<file path="src/rtl/tcm_dec_demapper.sv">
// 4D-8PSK TCM receive demapper: gathers four hard-decision 8PSK symbols and inverts the mod-8 mapping.
// Optional macro TCM_DEC_DEMAPPER_ERR_CNT_EN adds a per-frame saturating mapping-error counter output.
module tcm_dec_demapper (
  input  logic        iclk,
  input  logic        ireset,
  input  logic        iclkena,
  input  logic [1:0]  icode,
  input  logic        i1sps,
  input  logic        isop,
  input  logic        ieop,
  input  logic        ival,
  input  logic [2:0]  idat,
  output logic        oval,
  output logic        osop,
  output logic        oeop,
  output logic [11:0] odat,
  output logic        oerr
`ifdef TCM_DEC_DEMAPPER_ERR_CNT_EN
  ,
  output logic [15:0] oerr_cnt
`endif
);

  localparam int unsigned SYM_W  = 3;
  localparam int unsigned WORD_W = 12;
  localparam int unsigned CNT_W  = 2;

  typedef enum logic {IDLE, COLLECT} state_t;

  state_t             state, state_nxt;
  logic [CNT_W-1:0]   cnt;
  logic [SYM_W-1:0]   z0, z1, z2;
  logic [1:0]         code_q;
  logic               sop_q;
  logic               start, store, fire;

  logic [SYM_W-1:0]   d1, d2, d3;
  logic [WORD_W-1:0]  dec_word;
  logic               dec_err;

  // state register
  always_ff @(posedge iclk or posedge ireset) begin
    if (ireset)       state <= IDLE;
    else if (iclkena) state <= state_nxt;
  end

  // next state; an ival strobe always restarts a group, dropping any partial one
  always_comb begin
    state_nxt = state;
    start     = 1'b0;
    store     = 1'b0;
    fire      = 1'b0;
    if (i1sps) begin
      case (state)
        IDLE: begin
          if (ival) begin
            start     = 1'b1;
            state_nxt = COLLECT;
          end
        end
        COLLECT: begin
          if (ival) begin
            start = 1'b1;
          end else if (cnt == CNT_W'(3)) begin
            fire      = 1'b1;
            state_nxt = IDLE;
          end else begin
            store = 1'b1;
          end
        end
        default: state_nxt = IDLE;
      endcase
    end
  end

  // symbol capture; code rate and sop are frozen for the whole group
  always_ff @(posedge iclk or posedge ireset) begin
    if (ireset) begin
      cnt    <= '0;
      z0     <= '0;
      z1     <= '0;
      z2     <= '0;
      code_q <= '0;
      sop_q  <= 1'b0;
    end else if (iclkena) begin
      if (start) begin
        z0     <= idat;
        code_q <= icode;
        sop_q  <= isop;
        cnt    <= CNT_W'(1);
      end else if (store) begin
        if (cnt == CNT_W'(1)) z1 <= idat;
        else                  z2 <= idat;
        cnt <= cnt + CNT_W'(1);
      end else if (fire) begin
        cnt <= '0;
      end
    end
  end

  // inverse mapping with the live symbol as z3; all arithmetic wraps mod 8
  always_comb begin
    d1       = z1 - z0;
    d2       = z2 - z0;
    d3       = '0;
    dec_word = '0;
    dec_err  = 1'b0;
    case (code_q)
      2'd0: begin
        d3       = idat - z1 - z2 + z0;
        dec_word = {3'b000, z0[2], d1[2], d2[2], z0[1], d3[2], d1[1], d2[1], z0[0], d3[1]};
        dec_err  = d1[0] | d2[0] | d3[0];
      end
      2'd1: begin
        d3       = idat - z0 - {d1[2:1], 1'b0} - d2;
        dec_word = {2'b00, z0[2], d1[2], d2[2], z0[1], d3[2], d1[1], d2[1], z0[0], d3[1], d1[0]};
        dec_err  = d2[0] | (d3[0] ^ d1[0]);
      end
      2'd2: begin
        d3       = idat - z0 - d1 - d2;
        dec_word = {1'b0, z0[2], d1[2], d2[2], z0[1], d3[2], d1[1], d2[1], z0[0], d3[1], d1[0], d2[0]};
        dec_err  = d3[0];
      end
      default: begin
        d3       = idat - z0 - d1 - d2;
        dec_word = {z0[2], d1[2], d2[2], z0[1], d3[2], d1[1], d2[1], z0[0], d3[1], d1[0], d2[0], d3[0]};
        dec_err  = 1'b0;
      end
    endcase
  end

  // output registers; odat/oerr hold between pulses
  always_ff @(posedge iclk or posedge ireset) begin
    if (ireset) begin
      oval <= 1'b0;
      osop <= 1'b0;
      oeop <= 1'b0;
      odat <= '0;
      oerr <= 1'b0;
    end else if (iclkena) begin
      oval <= fire;
      osop <= fire & sop_q;
      oeop <= fire & ieop;
      if (fire) begin
        odat <= dec_word;
        oerr <= dec_err;
      end
    end
  end

`ifdef TCM_DEC_DEMAPPER_ERR_CNT_EN
  localparam int unsigned ECNT_W = 16;

  logic [ECNT_W-1:0] err_acc, err_base_c, err_next_c;

  assign err_base_c = sop_q ? '0 : err_acc;
  assign err_next_c = (dec_err && (err_base_c != {ECNT_W{1'b1}})) ? err_base_c + ECNT_W'(1) : err_base_c;

  // running count restarts on a sop group and is published at frame end
  always_ff @(posedge iclk or posedge ireset) begin
    if (ireset) begin
      err_acc  <= '0;
      oerr_cnt <= '0;
    end else if (iclkena && fire) begin
      err_acc <= err_next_c;
      if (ieop) oerr_cnt <= err_next_c;
    end
  end
`endif

endmodule

</file>
<file path="config.mk">
export PLATFORM = sky130hd
export DESIGN_NAME = tcm_dec_demapper
export DESIGN_NICKNAME = d
export VERILOG_FILES = /design/src/rtl/tcm_dec_demapper.sv
export SDC_FILE = /design/constraint.sdc
export NUM_CORES = 1
export LEC_CHECK = 0
export BUFFER_PORTS_ARGS = -buffer_cell sky130_fd_sc_hd__buf_2
export CORE_MARGIN = 3
export CORE_UTILIZATION = 62
export DETAILED_ROUTE_END_ITERATION = 10
export PLACE_DENSITY = 0.85
export RECOVER_POWER = 50
export SLEW_MARGIN = 20
export SYNTH_ARGS = -nofsm -noshare
export SYNTH_HDL_FRONTEND = slang
export SYNTH_SLANG_ARGS = --single-unit
</file>
<file path="constraint.sdc">
create_clock -name iclk -period 6.2 [get_ports iclk]
set_clock_uncertainty 0.15 [all_clocks]
set_input_delay 0.62 -clock iclk [delete_from_list [all_inputs] [get_ports iclk]]
set_output_delay 0.62 -clock iclk [all_outputs]
set_load 0.03 [all_outputs]
</file>
==> metrics.yaml, run 1 <==
clock_tree:
  htree_num_levels: 2
  cts.path.max_buffers: 2
  cts_root_buffer: "clkbuf_4"
  cts_tree: "yes"
  clkTransAtPathRegs_ns: 0.09
  worstSkewPairLatency_ns: 0.34
  hold_buffers: 0
  cts.sinks: 31
  numCtsBuffers: 5
  cts_setup_buffers: 0
  cts_resized: 0
place:
  hpwl_um: 2900
  numPortBuffers: 27
  gp_congestion: 0.808
  dp.cells: 271
  dpl_cell_area_um2: 2190
logic_synthesis:
  ys_seq_area_share_pct: 38.1
  synth-edff-count: 0
  synth_cells: 210
  synth.cell_area_um2: 2040
  synth_cell_types: 36
  synth_nets: 240
  ys_warn_count: 0
  synth-async-reset-ratio_pct: 100
  synth_flop_cell: "dfrtp_1"
  syn_avg_cell_area_um2: 9.71
  synth_seq_cells: 31
route:
  vias_per_cell: 5.50
  firstDrtPassIters: 4
  drcViolationCount: 0
  ant_nets: 0
  num_vias: 1535
  drt-total-wl_um: 3780
  routedWlPerCell_um: 13.6
  drt-initial-drc-count: 115
die:
  die_y_um: 63.3
  die_width_um: 63.3
  dieArea_um2: 4010
  ios: 28
  core_area_um2: 3100
  rows: 20
  start_util_pct: 65.7
layout:
  diodes: 0
  design_area_um2: 2250
  final_core_util_pct: 72.6
  n_fill_cell: 257
  area_growth_pct: 10.6
  final_nets: 264
  final_cells: 279
  final_cell_mix: "31 x dfrtp_1, 26 x buf_2, 22 x nand2_1, 22 x o21ai_0, 20 x inv_1"
  final_common_cell: "dfrtp_1"
  drive_gt1_share_pct: 18.7
run_status:
  violations: "max-capacitance violations, max-slew violations"
  outcome: "finished, violations left"
pwr:
  p_leak_nw: 1.09
  powerDensity_nw_per_um2: 568
  ir_drop_v: 0.000260
critical_path:
  end_kind: "flip-flop"
  critical_path_class: "reg -> reg"
  path_max_fanout: 3
  required_ns: 6.28
  start_kind: "flip-flop"
  cp_data_arrival_time_ns: 3.54
timing:
  max_freq_ghz: 0.289
  period_minus_slack_ns: 3.46
  hold_viol: 0
  setup_viol: 0
  drv_slew: 32
  rsz0062_at_grt: "false"
  fin_crit_sh_pct: 55.9
  timing.setup.tns_ns: 0
  slew_headroom_pct: -4.64
  worst-slew-pin-transition_ns: 1.57
  hold_slack_ns: 0.328
global_routing:
  grt_pass1_wl_um: 6800
  grt_pass1_vias: 1486
  antenna_found_initial: 0
  globalRoute.totalOverflow: 0
  track_usage_pct: 21.8
  grt_max_degree: 32
run:
  drv_cap: 1
hold_path:
  hp-class: "reg -> reg"
## cells by family after synthesis
group	after synthesis	synth area share, %
multiplexers	12	7.24
flip-flops	31	38.1
buffers and inverters	31	6.14
XOR/XNOR	19	9.58
AO/OA/AOI/OAI	43	12.4
adder cells (fa/ha/maj)	18	14.4
AND/OR/NAND/NOR	56	12.2
## final timing paths
| check | startpoint | end | slack [ns] | cells past startpoint |
|---|---|---|---|---|
| max | z2[0] | odat[4] | 2.74 | 12 |
| min | odat[2] | odat[2] | 0.33 | 2 |
| max reg2reg | z2[0] | odat[4] | 2.74 | 12 |
| min reg2reg | odat[2] | odat[2] | 0.33 | 2 |
| max in group asynchronous | ireset | odat[1] | 4.34 | 3 |
| min in group asynchronous | ireset | cnt[0] | 0.64 | 3 |
## state kept, by name (all words and copies together), names as in the netlist
register	flops
z2	3
code_q	2
osop	1
z0	3
state	1
oerr	1
sop_q	1
cnt	2
oval	1
z1	3
odat	12
oeop	1
## worst max-delay path, cell delays in order, from the launching register on
cell     delay [ns]
dfrtp_1        0.39
inv_1          0.08
fa_1           0.48
inv_1          0.05
fa_1           0.47
inv_1          0.04
ha_1           0.18
fa_1           0.37
xnor2_1        0.20
xnor2_1        0.16
xnor2_1        0.09
mux4_2         0.45
mux2_4         0.26
## layer usage
metal / routed length [um] / track usage (%) / part of all wire (%)
met1: 1610 / 26.2 / 42
met2: 1890 / 35.2 / 50
met3: 179 / 6.24 / 4.7
met4: 110 / 11.9 / 2.9
met5: 0 / 0 / 0
## synth_stat cells (3+ instances only)
cell type	count	area share, %
a21oi_1	7	1.7
a31oi_1	4	1.2
clkbuf_1	8	1.5
dfrtp_1	31	38
fa_1	9	8.8
ha_1	9	5.5
inv_1	20	3.7
mux2_2	7	3.9
nand2_1	22	4.1
nand2b_1	5	1.5
nand3_1	8	2.0
nor2_1	13	2.4
nor3_1	3	0.74
o21ai_0	22	5.4
xnor2_1	12	5.2
xor2_1	5	2.1
## final cells by class
cell class,count,area [um2],area share [%]
Sequential cell,31,776,34.4
Clock inverter,1,7.51,0.333
Clock buffer,7,65.1,2.89
Inverter,20,75.1,3.33
Tap cell,44,55.1,2.44
Multi-Input combinational cell,148,1140,50.5
Timing Repair Buffer,28,138,6.11
## through the flow
| step | setup WS [ns] | power [mW] |
|---|---|---|
| 2_1_floorplan | 2.59 | 0.996 |
| 3_3_place_gp | 2.43 | 1.12 |
| 3_5_place_dp | 2.36 | 1.15 |
| 4_1_cts | 2.71 | 1.29 |
| 5_1_grt | 2.60 | 1.41 |
| 6_report | 2.74 | 1.28 |
## power breakdown
part / internal (mW) / total [mW] / switching (mW)
registers: 0.269 / 0.337 / 0.0680
logic: 0.370 / 0.804 / 0.434
clock network: 0.0662 / 0.138 / 0.0723
Power figures use the tool's default switching activity.
==> inputs of run 2 (changes only) <==
ABC_AREA = 1   (was default)
CORE_UTILIZATION = 58   (was 62)
PLACE_DENSITY = 0.8   (was 0.85)
clock period = 3.3 ns   (was 6.2 ns; I/O delays follow)
==> run 2 against run 1 <==
The run now ends clean. Clock-buffer cell count fell by 1. Global-route usage rose by 2.5 points. Critical path type unchanged. Die area rose by 13%. Hold slack got worse by 0.25 ns. Highest routed layer unchanged. Sequential power rose by 74%. Combinational power rose by 83%. First-iteration DRC count rose by 28%. Cell area rose by 9.7%. Utilization fell by 1.4 points.
==> metrics.yaml, run 2 <==
timing:
  slew_headroom_pct: 38.7
  hold_viol: 0
  drv_slew: 0
  setup_ws_ns: 0.554
  fin_crit_sh_pct: 83.2
  rsz0062_at_grt: "false"
  setup_viol: 0
  period_minus_slack_ns: 2.75
  worst-slew-pin-transition_ns: 0.919
  timing.setup.tns_ns: 0
  max_freq_ghz: 0.364
critical_path:
  crit_start: "z2[0]"
  r2r_cells: 9
  required_ns: 3.32
  r2r-start: "z2[0]"
  end_kind: "flip-flop"
  path_max_fanout: 4
  start_kind: "flip-flop"
  cp_data_arrival_time_ns: 2.76
  critical_path_class: "reg -> reg"
layout:
  diodes: 0
  final_nets: 345
  top_register: "odat"
  final_core_util_pct: 71.2
  area_growth_pct: 13.5
  drive_gt1_share_pct: 18.4
  final_common_cell: "nand2_1"
  final_cell_mix: "78 x nand2_1, 45 x inv_1, 31 x dfrtp_1"
  largest_reg_flops: 12
  final_cells: 362
place:
  pre_cts_ws_ns: 0.495
  numPortBuffers: 27
  dp.cells: 354
  hpwl_um: 3650
  gp_congestion: 0.886
logic_synthesis:
  synth-async-reset-ratio_pct: 100
  synth.most_common_cell: "nand2_1"
  synth_common_cells: "78 x nand2_1, 45 x inv_1, 31 x dfrtp_1"
  ys_warn_count: 0
  synth_nets: 313
  yosys-top-cells-area: "dfrtp_1 36%, nand2_1 13%, fa_1 8.3%"
  synth-edff-count: 0
  synth_mux_area_share_pct: 1.03
  synthAdderAreaFrac_pct: 13.4
  synth-compound-area-share_pct: 13.3
  synth_top_cell_area_share_pct: 35.6
  synth_xor_area_share_pct: 2.36
  synth.cell_area_um2: 2180
  synth.largest_area_cell: "dfrtp_1"
  yosys.area_share.simple_pct: 24.1
  synth_top_family_by_area: "simple AND/OR/NAND/NOR gates"
  synth_flop_cell: "dfrtp_1"
  synth_cell_types: 32
  synth_cells: 283
  ys_seq_area_share_pct: 35.6
  synth_seq_cells: 31
  syn_avg_cell_area_um2: 7.69
route:
  num_vias: 1925
  firstDrtPassIters: 4
  drt-initial-drc-count: 147
  ant_nets: 0
  drcViolationCount: 0
  drt-total-wl_um: 4790
  vias_per_cell: 5.32
  routedWlPerCell_um: 13.2
clock_tree:
  clkTransAtPathRegs_ns: 0.07
  cts_tree: "yes"
  cts.sinks: 31
  cts_resized: 0
  cts_setup_buffers: 0
  hold_buffers: 0
  htree_num_levels: 2
  cts.path.max_buffers: 2
  cts_root_buffer: "clkbuf_8"
  numCtsBuffers: 5
  worstSkewPairLatency_ns: 0.29
global_routing:
  grt_max_degree: 25
  grt_pass1_wl_um: 8160
  track_usage_pct: 24.3
  antenna_found_initial: 0
  grt_pass1_vias: 1796
  globalRoute.totalOverflow: 0
die:
  rows: 21
  die_width_um: 67.3
  start_util_pct: 62.8
  core_area_um2: 3470
  die_y_um: 67.3
  dieArea_um2: 4520
  ios: 28
pwr:
  powerDensity_nw_per_um2: 994
  p_leak_nw: 1.34
  ir_drop_v: 0.000518
run:
  drv_cap: 0
hold_path:
  hp-class: "in -> async"
run_status:
  outcome: "finished, final reports clean"
-- run 2: power breakdown --
part	switching (mW)	internal, mW
sequential	0.0934	0.495
clock	0.149	0.244
combinational	0.932	0.543
total	1.17	1.28
-- run 2: kinds of logic after synthesis --
family / Yosys count
flip-flops: 31
buffers and inverters: 55
adder cells (fa/ha/maj): 18
XOR/XNOR: 5
multiplexers: 2
AO/OA/AOI/OAI: 51
AND/OR/NAND/NOR: 121
-- run 2: routing by layer --
layer | part of all wire [%] | routed length (um) | GRT usage (%)
met5 | 0 | 0 | 0
met4 | 1.9 | 93 | 10.1
met3 | 7.5 | 361 | 6.16
met2 | 47 | 2230 | 38.7
met1 | 44 | 2110 | 31.4
-- run 2: area by class of cell --
class	instances	area, um2
fillers	292	997
repair buffers	29	144
flip-flops and latches	31	776
clock buffers	6	82.6
multi-input cells	197	1180
inverters	51	194
clock inverters	2	35.0
well taps	46	57.6
-- run 2: worst paths after layout --
kind / endpoint / slack [ns]
worst min register to register: odat[6] / 0.32
worst min-delay path: code_q[0] / 0.08
max in group asynchronous: z2[0] / 2.07
min in group iclk: oeop / 0.10
worst max register to register: odat[2] / 0.55
worst max-delay path: odat[2] / 0.55
-- run 2: critical path, cell delays in order, from the launching register on --
cell	delay (ns)
dfrtp_1	0.37
inv_1	0.13
ha_1	0.16
inv_1	0.04
fa_1	0.48
ha_1	0.34
fa_1	0.57
o22ai_1	0.09
a211oi_1	0.21
o21ai_1	0.08
-- run 2: stage by stage --
stage / area, um2 / total power [mW] / hold slack [ns]
4_1_cts: 2480 / 2.46 / 0.0959
6_report: 2470 / 2.46 / 0.0821
5_1_grt: 2470 / 2.72 / 0.111
3_3_place_gp: 2360 / 2.01 / 0.308
2_1_floorplan: 2180 / 1.72 / 0.284
3_5_place_dp: 2360 / 2.04 / 0.310
